$ cat src/rtl/i2s_clk_pkg.sv
`default_nettype none
// ---------------------------------------------------------------------------
// i2s_clk_pkg : shared types and limits for the I2S clock scheduler.  Rev 1.0
// ---------------------------------------------------------------------------
package i2s_clk_pkg;

   typedef enum logic [1:0] {
      IDLE     = 2'd0,
      RUN      = 2'd1,
      STOPPING = 2'd2
   } sched_state_t;

   localparam int MIN_BCLK_DIV    = 2;
   localparam int MIN_HALF_BITS   = 1;
   localparam int DEF_BCLK_DIV_W  = 8;
   localparam int DEF_HALF_BITS_W = 7;

   typedef struct packed {
      logic [DEF_BCLK_DIV_W-1:0]  div;
      logic [DEF_HALF_BITS_W-1:0] half_bits;
   } clk_cfg_t;

   function automatic logic cfg_is_legal(input int div, input int half_bits);
      return (div >= MIN_BCLK_DIV) && (half_bits >= MIN_HALF_BITS);
   endfunction

endpackage
`default_nettype wire

$ cat src/rtl/phase_counter.sv
`default_nettype none
// ---------------------------------------------------------------------------
// phase_counter : modulo counter with runtime modulus and terminal-count flag.  Rev 1.0
// ---------------------------------------------------------------------------
module phase_counter #(
   parameter int W = 8
) (
   input  logic         clk,
   input  logic         reset_n,
   input  logic         enable,
   input  logic         load_zero,
   input  logic [W-1:0] modulus,
   output logic [W-1:0] count_next,
   output logic         tc
);

   logic [W-1:0] count_q;
   logic [W-1:0] count_d;

   assign tc = (count_q == modulus - 1'b1);

   always_comb begin
      count_d = count_q;
      if (load_zero) begin
         count_d = '0;
      end else if (enable) begin
         count_d = tc ? '0 : count_q + 1'b1;
      end
   end

   always_ff @(posedge clk) begin
      if (!reset_n) begin
         count_q <= '0;
      end else begin
         count_q <= count_d;
      end
   end

   // Next value is exported so the parent can register outputs that line up with the count.
   assign count_next = count_d;

endmodule
`default_nettype wire

$ cat src/rtl/i2s_clk_scheduler.sv
`default_nettype none
// ---------------------------------------------------------------------------
// i2s_clk_scheduler : BCLK/LRCLK levels and edge strobes with frame-aligned reconfiguration.  Rev 1.0
// ---------------------------------------------------------------------------
module i2s_clk_scheduler
   import i2s_clk_pkg::*;
#(
   parameter int BCLK_DIV_W        = 8,
   parameter int HALF_BITS_W       = 7,
   parameter int DEFAULT_BCLK_DIV  = 4,
   parameter int DEFAULT_HALF_BITS = 32
) (
   input  logic                   clkIn,
   input  logic                   reset_n,
   input  logic                   run,
   input  logic                   cfg_valid,
   output logic                   cfg_ready,
   input  logic [BCLK_DIV_W-1:0]  cfg_bclk_div,
   input  logic [HALF_BITS_W-1:0] cfg_half_bits,
   output logic                   cfg_err,
   output logic                   bclk,
   output logic                   bclk_rise,
   output logic                   bclk_fall,
   output logic                   lrclk,
   output logic                   frame_start,
   output logic                   active
);

   sched_state_t state_q, state_d;

   logic [BCLK_DIV_W-1:0]  div_q, div_d, sh_div_q, sh_div_d;
   logic [HALF_BITS_W-1:0] hb_q, hb_d, sh_hb_q, sh_hb_d;
   logic pending_q, pending_d;
   logic lrclk_q, lrclk_d;
   logic cfg_ready_q, cfg_ready_d;
   logic cfg_err_q, cfg_err_d;
   logic bclk_q, bclk_d, bclk_rise_q, bclk_rise_d, bclk_fall_q, bclk_fall_d;
   logic frame_start_q, frame_start_d, active_q, active_d;

   logic                   running, div_tc, bit_tc, boundary;
   logic                   cfg_fire, cfg_legal, cfg_apply;
   logic [BCLK_DIV_W-1:0]  div_cnt_next;
   logic [HALF_BITS_W-1:0] bit_cnt_next;

   assign running   = (state_q != IDLE);
   assign boundary  = running && div_tc && bit_tc && lrclk_q;
   assign cfg_fire  = cfg_valid && cfg_ready_q;
   assign cfg_legal = cfg_is_legal(int'(cfg_bclk_div), int'(cfg_half_bits));
   assign cfg_apply = pending_q && (!running || boundary);

   phase_counter #(.W(BCLK_DIV_W)) u_div_cnt (
      .clk        (clkIn),
      .reset_n    (reset_n),
      .enable     (running),
      .load_zero  (!running),
      .modulus    (div_q),
      .count_next (div_cnt_next),
      .tc         (div_tc)
   );

   phase_counter #(.W(HALF_BITS_W)) u_bit_cnt (
      .clk        (clkIn),
      .reset_n    (reset_n),
      .enable     (running && div_tc),
      .load_zero  (!running),
      .modulus    (hb_q),
      .count_next (bit_cnt_next),
      .tc         (bit_tc)
   );

   always_comb begin
      state_d = state_q;
      case (state_q)
         IDLE:     if (run) state_d = RUN;
         RUN:      if (!run) state_d = STOPPING;
         STOPPING: begin
            if (run) begin
               state_d = RUN;
            end else if (boundary) begin
               state_d = IDLE;
            end
         end
         default:  state_d = IDLE;
      endcase
   end

   // A transfer in the applying cycle lands in the shadow and waits for the next boundary.
   always_comb begin
      div_d     = div_q;
      hb_d      = hb_q;
      sh_div_d  = sh_div_q;
      sh_hb_d   = sh_hb_q;
      pending_d = pending_q;
      if (cfg_apply) begin
         div_d     = sh_div_q;
         hb_d      = sh_hb_q;
         pending_d = 1'b0;
      end
      if (cfg_fire && cfg_legal) begin
         sh_div_d  = cfg_bclk_div;
         sh_hb_d   = cfg_half_bits;
         pending_d = 1'b1;
      end
      cfg_err_d   = cfg_fire && !cfg_legal;
      cfg_ready_d = (state_d == IDLE) || !pending_d;
   end

   always_comb begin
      lrclk_d = lrclk_q;
      if (!running) begin
         lrclk_d = 1'b0;
      end else if (div_tc && bit_tc) begin
         lrclk_d = !lrclk_q;
      end
      active_d      = (state_d != IDLE);
      bclk_d        = active_d && (div_cnt_next >= (div_d >> 1));
      bclk_rise_d   = active_d && (div_cnt_next == (div_d >> 1));
      bclk_fall_d   = active_d && (div_cnt_next == '0);
      frame_start_d = active_d && (div_cnt_next == '0) && (bit_cnt_next == '0) && !lrclk_d;
   end

   always_ff @(posedge clkIn) begin
      if (!reset_n) begin
         state_q       <= IDLE;
         div_q         <= BCLK_DIV_W'(DEFAULT_BCLK_DIV);
         hb_q          <= HALF_BITS_W'(DEFAULT_HALF_BITS);
         sh_div_q      <= BCLK_DIV_W'(DEFAULT_BCLK_DIV);
         sh_hb_q       <= HALF_BITS_W'(DEFAULT_HALF_BITS);
         pending_q     <= 1'b0;
         lrclk_q       <= 1'b0;
         cfg_ready_q   <= 1'b0;
         cfg_err_q     <= 1'b0;
         bclk_q        <= 1'b0;
         bclk_rise_q   <= 1'b0;
         bclk_fall_q   <= 1'b0;
         frame_start_q <= 1'b0;
         active_q      <= 1'b0;
      end else begin
         state_q       <= state_d;
         div_q         <= div_d;
         hb_q          <= hb_d;
         sh_div_q      <= sh_div_d;
         sh_hb_q       <= sh_hb_d;
         pending_q     <= pending_d;
         lrclk_q       <= lrclk_d;
         cfg_ready_q   <= cfg_ready_d;
         cfg_err_q     <= cfg_err_d;
         bclk_q        <= bclk_d;
         bclk_rise_q   <= bclk_rise_d;
         bclk_fall_q   <= bclk_fall_d;
         frame_start_q <= frame_start_d;
         active_q      <= active_d;
      end
   end

   assign cfg_ready   = cfg_ready_q;
   assign cfg_err     = cfg_err_q;
   assign bclk        = bclk_q;
   assign bclk_rise   = bclk_rise_q;
   assign bclk_fall   = bclk_fall_q;
   assign lrclk       = lrclk_q;
   assign frame_start = frame_start_q;
   assign active      = active_q;

endmodule
`default_nettype wire
$ cat config.mk
export PLATFORM = sky130hd
export DESIGN_NAME = i2s_clk_scheduler
export DESIGN_NICKNAME = d
export VERILOG_FILES = /design/src/rtl/i2s_clk_pkg.sv /design/src/rtl/phase_counter.sv /design/src/rtl/i2s_clk_scheduler.sv
export SDC_FILE = /design/constraint.sdc
export NUM_CORES = 1
export LEC_CHECK = 0
export ABC_AREA = 1
export CORE_AREA = 2 2 104 81
export DETAILED_ROUTE_END_ITERATION = 16
export DIE_AREA = 0 0 106 83
export MAX_ROUTING_LAYER = met4
export REMOVE_ABC_BUFFERS = 1
export SLEW_MARGIN = 25
export SYNTH_ARGS = -nofsm -noshare
export SYNTH_HDL_FRONTEND = slang
export SYNTH_SLANG_ARGS = --single-unit
$ cat constraint.sdc
create_clock -name clkIn -period 3.6 [get_ports clkIn]
set_input_delay 0.72 -clock clkIn [delete_from_list [all_inputs] [get_ports clkIn]]
set_output_delay 0.72 -clock clkIn [all_outputs]
set_load 0.005 [all_outputs]
==> run_results.csv, run 1 <==
group,metric,value,unit
run_status,outcome,"finished, final reports clean",
layout,layout_commonest_cell,"nand2_1",
detailed_routing,via_count,2733,
critical_path,cp.required,3.82,ns
layout,antenna_cells,0,
clock_network,cts.path.max_buffers,2,
clock_network,hold_buffers,0,
floorplanning,dieArea,8798,µm²
hold_path,hp-class,"register to register",
clock_network,htreeDepth,2,
critical_path,worstPathArrival,3.46,ns
layout,area_growth,16.79,%
timing,relSlewSlack,40.01,%
place,place_hpwl,5.208,mm
place,io_buffers,26,
layout,post-route-cell-area,3525,µm²
floorplanning,die_w,106,µm
detailed_routing,dr.pass1.iters,4,
layout,mostFrequentLayoutCells,"129 x nand2_1, 56 x nor2_1, 55 x dfxtp_1, 48 x inv_1, 33 x nand3_1",
yosys,yosysSeqAreaShare,37.15,%
place,place_area,3402,µm²
yosys,synthDistinctLibCells,28,
yosys,synth_top_cell_by_area,"dfxtp_1",
floorplanning,row_count,28,
timing,clock_skew,0.003547,ns
clock_network,cts_buffers,5,
floorplanning,io_pins,27,
critical_path,worst_setup_path_start_kind,"register",
timing,fin_crit_sh,90.14,%
clock_network,clkTransAtPathRegs,0.11,ns
detailed_routing,drc_errors,0,
timing,worst_slew_pin_slew,0.8988,ns
grt,grt_usage,16.82,%
yosys,ys_seq_elements,56,
detailed_routing,drtIter0Drc,107,
detailed_routing,drt_wl_total,6.786,mm
floorplanning,initial_utilization,38.98,%
layout,drive_above_1_share,8.316,%
power_and_ir_drop,p_total,1.233,mW
place,pre_cts_slack,0.2637,ns
job,max_cap_viol_count,0,
grt,antenna_found_initial,0,
yosys,syn_area_per_cell,6.677,µm²
timing,fin_ws,0.3550,ns
hold_path,min_path_cells,2,
critical_path,path_max_fanout,17,
clock_network,cts_root_buffer,"clkbuf_8",
power_and_ir_drop,p_leak,1.598,nW
layout,stdcell_count,586,
floorplanning,core,7742,µm²
hold_path,hp-start,"sh_hb_q[2]$_SDFFE_PN0P_",
power_and_ir_drop,peakVddDrop,0.0001477,V
place,place_congestion,0.8483,
yosys,netlist_top_cells_area,"dfxtp_1 37%, nand2_1 16%, nor2_1 7.1%",
yosys,synthCells,452,
layout,fillCellCount,818,
grt,grt_overflow,0,
timing,setup_violations,0,
layout,nNetsFinal,510,
critical_path,cp-end-kind,"register",
clock_network,insertion_delay,0.32,ns
grt,grt_max_degree,28,
place,place_inst,578,
yosys,synthesis.area,3018,µm²
critical_path,rr_endpoint,"bclk$_SDFF_PN0_",
clock_network,cts_tree,"yes",
grt,grt_pass1_wl,11.76,mm
timing,timing.final.hold_violations,0,
detailed_routing,vias_per_cell,4.664,
hold_path,holdPathEnd,"sh_hb_q[2]$_SDFFE_PN0P_",
timing,fmax,0.3082,GHz
timing,final_max_slew_viol_count,0,
timing,fin_crit,3.245,ns
clock_network,clock_sinks,56,
critical_path,rr_worst_depth,26,
detailed_routing,wl_per_cell,11.58,µm
timing,fin_hold_ws,0.4740,ns
critical_path,r2r_setup_slack,0.35,ns
layout,final_util,45.52,%
critical_path,worstSetupPathType,"register to register",
grt,grt_pass1_vias,2536,
critical_path,reg2reg_from,"hb_q[0]$_SDFFE_PN0N_",
timing,fin_tns_setup,0,ns
floorplanning,die_h,83,µm
power_and_ir_drop,cellPowerDensity,349.8,nW/µm²
detailed_routing,drtAntennaViolNets,0,
yosys,yosys_warnings,0,
yosys,yosysTopAreaCellShare,37.15,%
cell usage after synthesis (all sizes together):
cell	instances
a22oi	1
nor2	64
o21ai	21
clkbuf	8
nand2	132
ha	11
nor4	2
or2	1
xor2	15
inv	54
nand3	33
xnor2	3
and2	1
nand4	5
dfxtp	56
nor3	11
o211ai	2
a21oi	26
buf	5
nand3b	1
critical path: stages (launching register included):
cell and delay, ns:
dfxtp_1 0.39, inv_1 0.10, ha_1 0.27, nand2_1 0.12
nand2_1 0.06, nand2_1 0.05, nand2_1 0.04, nor2_1 0.08
nand2_1 0.06, nor2_2 0.12, nand2_2 0.13, nor2_4 0.17
nand2_1 0.10, nand2_4 0.11, nand2_8 0.11, nand2_1 0.10
o21ai_2 0.06, ha_1 0.28, inv_1 0.07, nor2_1 0.04
nor2_1 0.07, o21ai_0 0.06, and2_1 0.13, o21ai_0 0.15
nand3_1 0.09, nor2_1 0.11, nor2_1 0.05
cells by family after synthesis:
group	Yosys count	share of synthesized area, %
compound gates	50	9.163
fa+ha+maj	11	4.560
xor+xnor	18	5.224
buf+inv	67	8.955
simple gates	250	34.95
flops	56	37.15
area by class of cell:
class                   instances  area (µm²)  share of cell area (%)
inverters                      54       202.7                   5.751
repair buffers                 34       320.3                   9.088
clock inverters                 3       27.53                  0.7810
well taps                     105       131.4                   3.727
clock buffers                   5       68.82                   1.952
multi-input cells             329        1652                   46.86
flip-flops and latches         56        1122                   31.84
routing by layer:
layer,wire length (µm),global-route usage (%),up-vias
met2,2600,23.58,56
met3,327,2.669,7
met1,3793,24.89,1182
li1,-,-,1488
met4,65,4.545,0
met5,0,-,-
flip-flops by register name, summed over array words and instances, names as in the netlist, 2 cells and up:
register           count
div_q                  8
hb_q                   7
sh_div_q               8
sh_hb_q                7
state_q                2
u_bit_cnt.count_q      7
u_div_cnt.count_q      8
power breakdown:
group          switching (mW)  internal [mW]  total (mW)  leakage (nW)
sequential             0.0175          0.643       0.661         0.457
combinational           0.113         0.0806       0.194          1.09
clock                   0.235          0.144       0.378        0.0463
how the worst max path moves through the flow:
stage,cells past startpoint,from,to,slack [ns]
global placement,25,div_q[0]$_SDFFE_PN0N_,bclk$_SDFF_PN0_,0.39
CTS,25,div_q[0]$_SDFFE_PN0N_,bclk$_SDFF_PN0_,0.23
floorplan,26,div_q[0]$_SDFFE_PN0N_,bclk$_SDFF_PN0_,0.29
global route,27,hb_q[0]$_SDFFE_PN0N_,bclk$_SDFF_PN0_,-0.009
detailed placement,26,div_q[0]$_SDFFE_PN0N_,bclk$_SDFF_PN0_,0.26
finish,26,hb_q[0]$_SDFFE_PN0N_,bclk$_SDFF_PN0_,0.35
repair_timing:
| action | in CTS | in global routing |
|---|---|---|
| resized for setup | 0 | 6 |
| endpoints found under the hold margin | 0 | 0 |
| endpoints found under the setup margin | 0 | 1 |
| setup buffers | 0 | 0 |
Note: power is estimated with default switching activity, not from simulation.
==> run 2: changes to the inputs <==
clock period = 3.5 ns   (was 3.6 ns; I/O delays follow)
==> run 2 against run 1 <==
  * Core utilization is 0.31 points higher
  * Worst setup slack worse by 0.033 ns
  * Sequential share of layout area decreased by 0.14 points
  * Non-clock buffer count down 1
  * Clock power up 16%
  * Global-route usage fell by 0.53 points
  * Wire length is 1.0% lower
  * Die area unchanged
  * Count of clock-buffer cells in the layout up 1
  * Clock skew rose by 0.0076 ns
  * Register-to-register slack worse by 0.03 ns
  * Highest routed layer unchanged
==> run_results.csv, run 2 (same netlist as run 1, synthesis figures left out) <==
group,metric,value,unit
floorplanning,row_count,28,
floorplanning,die_w,106,µm
detailed_routing,via_count,2737,
power_and_ir_drop,p_total,1.319,mW
grt,grt_usage,16.29,%
floorplanning,die_h,83,µm
hold_path,hp-start,"sh_hb_q[1]$_SDFFE_PN0P_",
job,max_cap_viol_count,0,
floorplanning,initial_utilization,38.98,%
timing,fin_crit,3.178,ns
power_and_ir_drop,p_leak,1.607,nW
timing,final_max_slew_viol_count,0,
hold_path,holdPathEnd,"sh_hb_q[1]$_SDFFE_PN0P_",
detailed_routing,drc_errors,0,
critical_path,cp_top_family,"simple AND/OR/NAND/NOR gates",
floorplanning,dieArea,8798,µm²
grt,grt_pass1_vias,2442,
clock_network,cts_buffers,5,
power_and_ir_drop,cellPowerDensity,371.8,nW/µm²
critical_path,max_stage_delay,0.35,ns
grt,antenna_found_initial,0,
detailed_routing,drtIter0Drc,97,
layout,antenna_cells,0,
layout,nNetsFinal,509,
critical_path,rr_worst_depth,26,
critical_path,r2r_setup_slack,0.32,ns
grt,grt_pass1_wl,11.39,mm
critical_path,worst_setup_path_start_kind,"register",
floorplanning,core,7742,µm²
detailed_routing,vias_per_cell,4.679,
floorplanning,io_pins,27,
critical_path,worstPathArrival,3.38,ns
clock_network,clock_sinks,56,
detailed_routing,wl_per_cell,11.48,µm
detailed_routing,dr.pass1.iters,4,
layout,post-route-cell-area,3548,µm²
layout,area_growth,17.58,%
layout,final_util,45.83,%
clock_network,insertion_delay,0.31,ns
clock_network,cts_tree,"yes",
detailed_routing,drt_wl_total,6.715,mm
critical_path,path_max_fanout,17,
clock_network,htreeDepth,2,
clock_network,cts.path.max_buffers,2,
timing,worst_slew_pin_slew,0.6346,ns
clock_network,clkTransAtPathRegs,0.10,ns
layout,mostFrequentLayoutCells,"128 x nand2_1, 55 x nor2_1, 53 x dfxtp_1, 47 x inv_1, 33 x nand3_1",
grt,grt_max_degree,40,
place,place_hpwl,5.130,mm
hold_path,min_path_cells,2,
timing,clock_skew,0.01117,ns
critical_path,slowest_stage,"dfxtp_2",
critical_path,cp.required,3.70,ns
critical_path,worstSetupPathType,"register to register",
critical_path,cp-end-kind,"register",
detailed_routing,drtAntennaViolNets,0,
timing,timing.final.hold_violations,0,
run_status,outcome,"finished, final reports clean",
critical_path,worstPathBufferInverterCount,3,
place,place_congestion,0.9105,
critical_path,worst_path_most_repeated_cell,"nor2_1",
critical_path,rr_endpoint,"bclk$_SDFF_PN0_",
layout,drive_above_1_share,8.958,%
timing,fin_crit_sh,90.80,%
place,io_buffers,26,
grt,grt_overflow,0,
power_and_ir_drop,peakVddDrop,0.0001907,V
timing,fmax,0.3147,GHz
timing,setup_violations,0,
timing,relSlewSlack,57.56,%
hold_path,hp-class,"register to register",
layout,reg.largest.list,"div_q: 8 flops, sh_div_q: 8 flops, u_div_cnt.count_q: 8 flops",
critical_path,reg2reg_from,"div_q[0]$_SDFFE_PN0N_",
layout,layout_commonest_cell,"nand2_1",
clock_network,cts_root_buffer,"clkbuf_8",
place,place_area,3387,µm²
[run 2: worst max path at each step]
stage / from / endpoint / cells after the start
2_1_floorplan: div_q[0]$_SDFFE_PN0N_ / bclk$_SDFF_PN0_ / 26
3_3_place_gp: div_q[0]$_SDFFE_PN0N_ / bclk$_SDFF_PN0_ / 26
3_5_place_dp: div_q[0]$_SDFFE_PN0N_ / bclk$_SDFF_PN0_ / 26
4_1_cts: div_q[0]$_SDFFE_PN0N_ / bclk$_SDFF_PN0_ / 26
5_1_grt: div_q[0]$_SDFFE_PN0N_ / bclk$_SDFF_PN0_ / 26
6_report: div_q[0]$_SDFFE_PN0N_ / bclk$_SDFF_PN0_ / 26
[run 2: metal layers]
| metal | track usage, % | wire (µm) | vias to the layer above |
|---|---|---|---|
| li1 | - | - | 1481 |
| met1 | 24.45 | 3631 | 1189 |
| met2 | 22.76 | 2633 | 63 |
| met3 | 2.355 | 409 | 4 |
| met4 | 4.067 | 40 | 0 |
| met5 | - | 0 | - |
[run 2: worst min-delay path, cell delays in order (launching register included)]
cell     delay [ns]
dfxtp_1        0.32
nand2_1        0.06
a21oi_1        0.05
[run 2: layout make-up]
cell class	count	area, µm²
clock buffer	6	72.57
timing repair buffer	33	312.8
sequential	56	1125
inverter	54	202.7
multi-input combinational	329	1665
fill	801	4194
clock inverter	2	38.79
tap	105	131.4
[run 2: stage by stage]
stage | hold WS (ns) | TNS (ns) | worst slack (ns) | instances
after global placement | 0.4511 | 0 | 0.2253 | 576
after detailed placement | 0.4522 | 0 | 0.1107 | 576
final | 0.4687 | 0 | 0.3221 | 585
after CTS | 0.4681 | 0 | 0.06591 | 584
after global routing | 0.4865 | -0.01465 | -0.01465 | 585
after floorplan | 0.4422 | 0 | 0.1871 | 439
[run 2: where the power goes]
group / internal, mW / switching, mW / total [mW]
registers: 0.662 / 0.0178 / 0.680
logic: 0.0839 / 0.119 / 0.202
clock network: 0.217 / 0.220 / 0.437
total: 0.962 / 0.357 / 1.32
[run 2: what timing repair did]
item                                    4_1_cts  5_1_grt
hold endpoints to repair                      0        0
gates resized for setup                       0       12
buffers inserted                              0        1
endpoints found under the setup margin        0        1
hold buffers                                  0        0
==> run 3: changes to the inputs <==
PLACE_DENSITY = 0.64   (was not set)
==> run 3 against run 2 <==
  * Wire length grew 1.4%
  * Critical endpoint unchanged
  * Via count grew 0.84%
  * Largest cell class unchanged
  * Highest routed layer unchanged
  * Largest power group unchanged
  * Final cell count grew 0.85%
==> run_results.csv, run 3 (same netlist as run 1, synthesis figures left out) <==
group,metric,value,unit
detailed_routing,via_count,2760,
critical_path,path_max_fanout,16,
detailed_routing,drc_errors,0,
detailed_routing,wl_per_cell,11.54,µm
layout,nNetsFinal,514,
power_and_ir_drop,peakVddDrop,0.0001705,V
timing,clock_skew,0.004476,ns
power_and_ir_drop,p_leak,1.623,nW
clock_network,cts_tree,"yes",
timing,fin_ws,0.2318,ns
place,io_buffers,26,
clock_network,clock_sinks,56,
grt,grtUsageMet1,23.61,%
job,max_cap_viol_count,0,
clock_network,cts_root_buffer,"clkbuf_8",
timing,fin_crit,3.268,ns
timing,final_max_slew_viol_count,0,
grt,grt.met3_usage,2.669,%
timing,worst_slew_pin_slew,0.8325,ns
floorplanning,dieArea,8798,µm²
layout,drive_above_1_share,9.072,%
layout,multiInputGateArea,1655,µm²
power_and_ir_drop,cellPowerDensity,355.0,nW/µm²
critical_path,worstPathArrival,3.48,ns
grt,grtUsageMet2,22.93,%
layout,seq_area,1122,µm²
detailed_routing,vias_per_cell,4.678,
clock_network,clkTransAtPathRegs,0.11,ns
layout,layout_commonest_cell,"nand2_1",
place,pre_cts_slack,0.1282,ns
hold_path,hp-class,"register to register",
critical_path,worst_setup_path_start_kind,"register",
grt,grt_max_degree,26,
timing,setup_violations,0,
run_status,outcome,"finished, final reports clean",
layout,reg.largest.list,"div_q: 8 flops, sh_div_q: 8 flops, u_div_cnt.count_q: 8 flops",
layout,antenna_cells,0,
grt,grt_pass1_vias,2403,
floorplanning,die_w,106,µm
layout,mostFrequentLayoutCells,"129 x nand2_1, 56 x nor2_1, 55 x dfxtp_1, 48 x inv_1, 33 x nand3_1",
critical_path,worstSetupPathType,"register to register",
layout,post-route-cell-area,3558,µm²
timing,fin_tns_setup,0,ns
grt,top_usage_layer,"met1",
grt,antenna_found_initial,0,
place,place_congestion,0.8720,
power_and_ir_drop,p_total,1.263,mW
grt,grt_overflow,0,
place,place_hpwl,5.357,mm
floorplanning,die_h,83,µm
detailed_routing,drtAntennaViolNets,0,
clock_network,cts.path.max_buffers,2,
place,place_area,3402,µm²
detailed_routing,drtIter0Drc,124,
detailed_routing,dr.pass1.iters,4,
layout,fillCellCount,796,
clock_network,insertion_delay,0.31,ns
detailed_routing,drt_wl_total,6.809,mm
floorplanning,io_pins,27,
clock_network,htreeDepth,2,
clock_network,cts_buffers,5,
critical_path,cp-end-kind,"register",
grt,grt_usage,16.07,%
floorplanning,initial_utilization,38.98,%
timing,fin_hold_ws,0.4689,ns
timing,timing.final.hold_violations,0,
grt,grt_pass1_wl,11.14,mm
timing,relSlewSlack,44.44,%
floorplanning,row_count,28,
timing,fmax,0.3060,GHz
timing,fin_crit_sh,93.38,%
critical_path,cp.required,3.71,ns
floorplanning,core,7742,µm²
layout,area_growth,17.91,%
-- run 3: cell types whose count changed in the layout (fill, tap and decap cells not counted), moves of 2 or more --
cell     delta
dfxtp_2     -2
buf_4       +5
dfxtp_1     +2
nand2_2     -2
-- run 3: final cells by class --
| type | count | area share, % |
|---|---|---|
| Clock buffer | 5 | 1.934 |
| Sequential cell | 56 | 31.54 |
| Tap cell | 105 | 3.692 |
| Multi-Input combinational cell | 329 | 46.52 |
| Timing Repair Buffer | 38 | 9.845 |
| Inverter | 54 | 5.696 |
| Clock inverter | 3 | 0.7736 |
-- run 3: layer usage --
metal	vias up	wire length [µm]	share of wire, %
met1	1195	3626	53
met3	7	385	5.7
met2	69	2731	40
met5	-	0	0
li1	1489	-	-
met4	0	65	0.95
-- run 3: worst max-delay path: stages (launching register included) --
cell and delay [ns]:
dfxtp_1 0.36, inv_2 0.07, ha_1 0.22, or2_1 0.24, nand2_1 0.06, nand2_1 0.04
nand2_1 0.05, nand3_1 0.06, nor2_1 0.20, nand2_1 0.15, nor2_4 0.15, nand2_1 0.10
nand2_4 0.11, nand2_8 0.09, nand2_1 0.10, o21ai_2 0.06, ha_1 0.29, inv_1 0.07
nor2_1 0.04, nor2_1 0.08, o21ai_0 0.07, and2_1 0.13, o21ai_0 0.16, nand3_1 0.10
nor2_1 0.11, nor2_1 0.05
-- run 3: per-stage QoR --
| step | util (%) | instances |
|---|---|---|
| floorplan | - | 439 |
| global placement | 43.94 | 578 |
| detailed placement | 43.94 | 578 |
| CTS | 45.18 | 586 |
| global route | 45.96 | 590 |
| finish | 45.96 | 590 |
-- run 3: repair_timing --
action / CTS / global route
hold endpoints to repair: 0 / 0
resized for setup: 0 / 7
hold buffers: 0 / 0
endpoints found under the setup margin: 0 / 1
buffers inserted: 0 / 4
-- run 3: path summary, 6_finish.rpt --
| check | startpoint | end | slack, ns | depth (start not counted) |
|---|---|---|---|---|
| min | sh_hb_q[2]$_SDFFE_PN0P_ | sh_hb_q[2]$_SDFFE_PN0P_ | 0.47 | 2 |
| min reg2reg | sh_hb_q[2]$_SDFFE_PN0P_ | sh_hb_q[2]$_SDFFE_PN0P_ | 0.47 | 2 |
| max reg2reg | div_q[0]$_SDFFE_PN0N_ | bclk$_SDFF_PN0_ | 0.23 | 25 |
| max | div_q[0]$_SDFFE_PN0N_ | bclk$_SDFF_PN0_ | 0.23 | 25 |
-- run 3: power by group --
part	internal [mW]	total, mW	switching [mW]
registers	0.662	0.680	0.0179
logic	0.0860	0.204	0.118
clock network	0.148	0.379	0.231
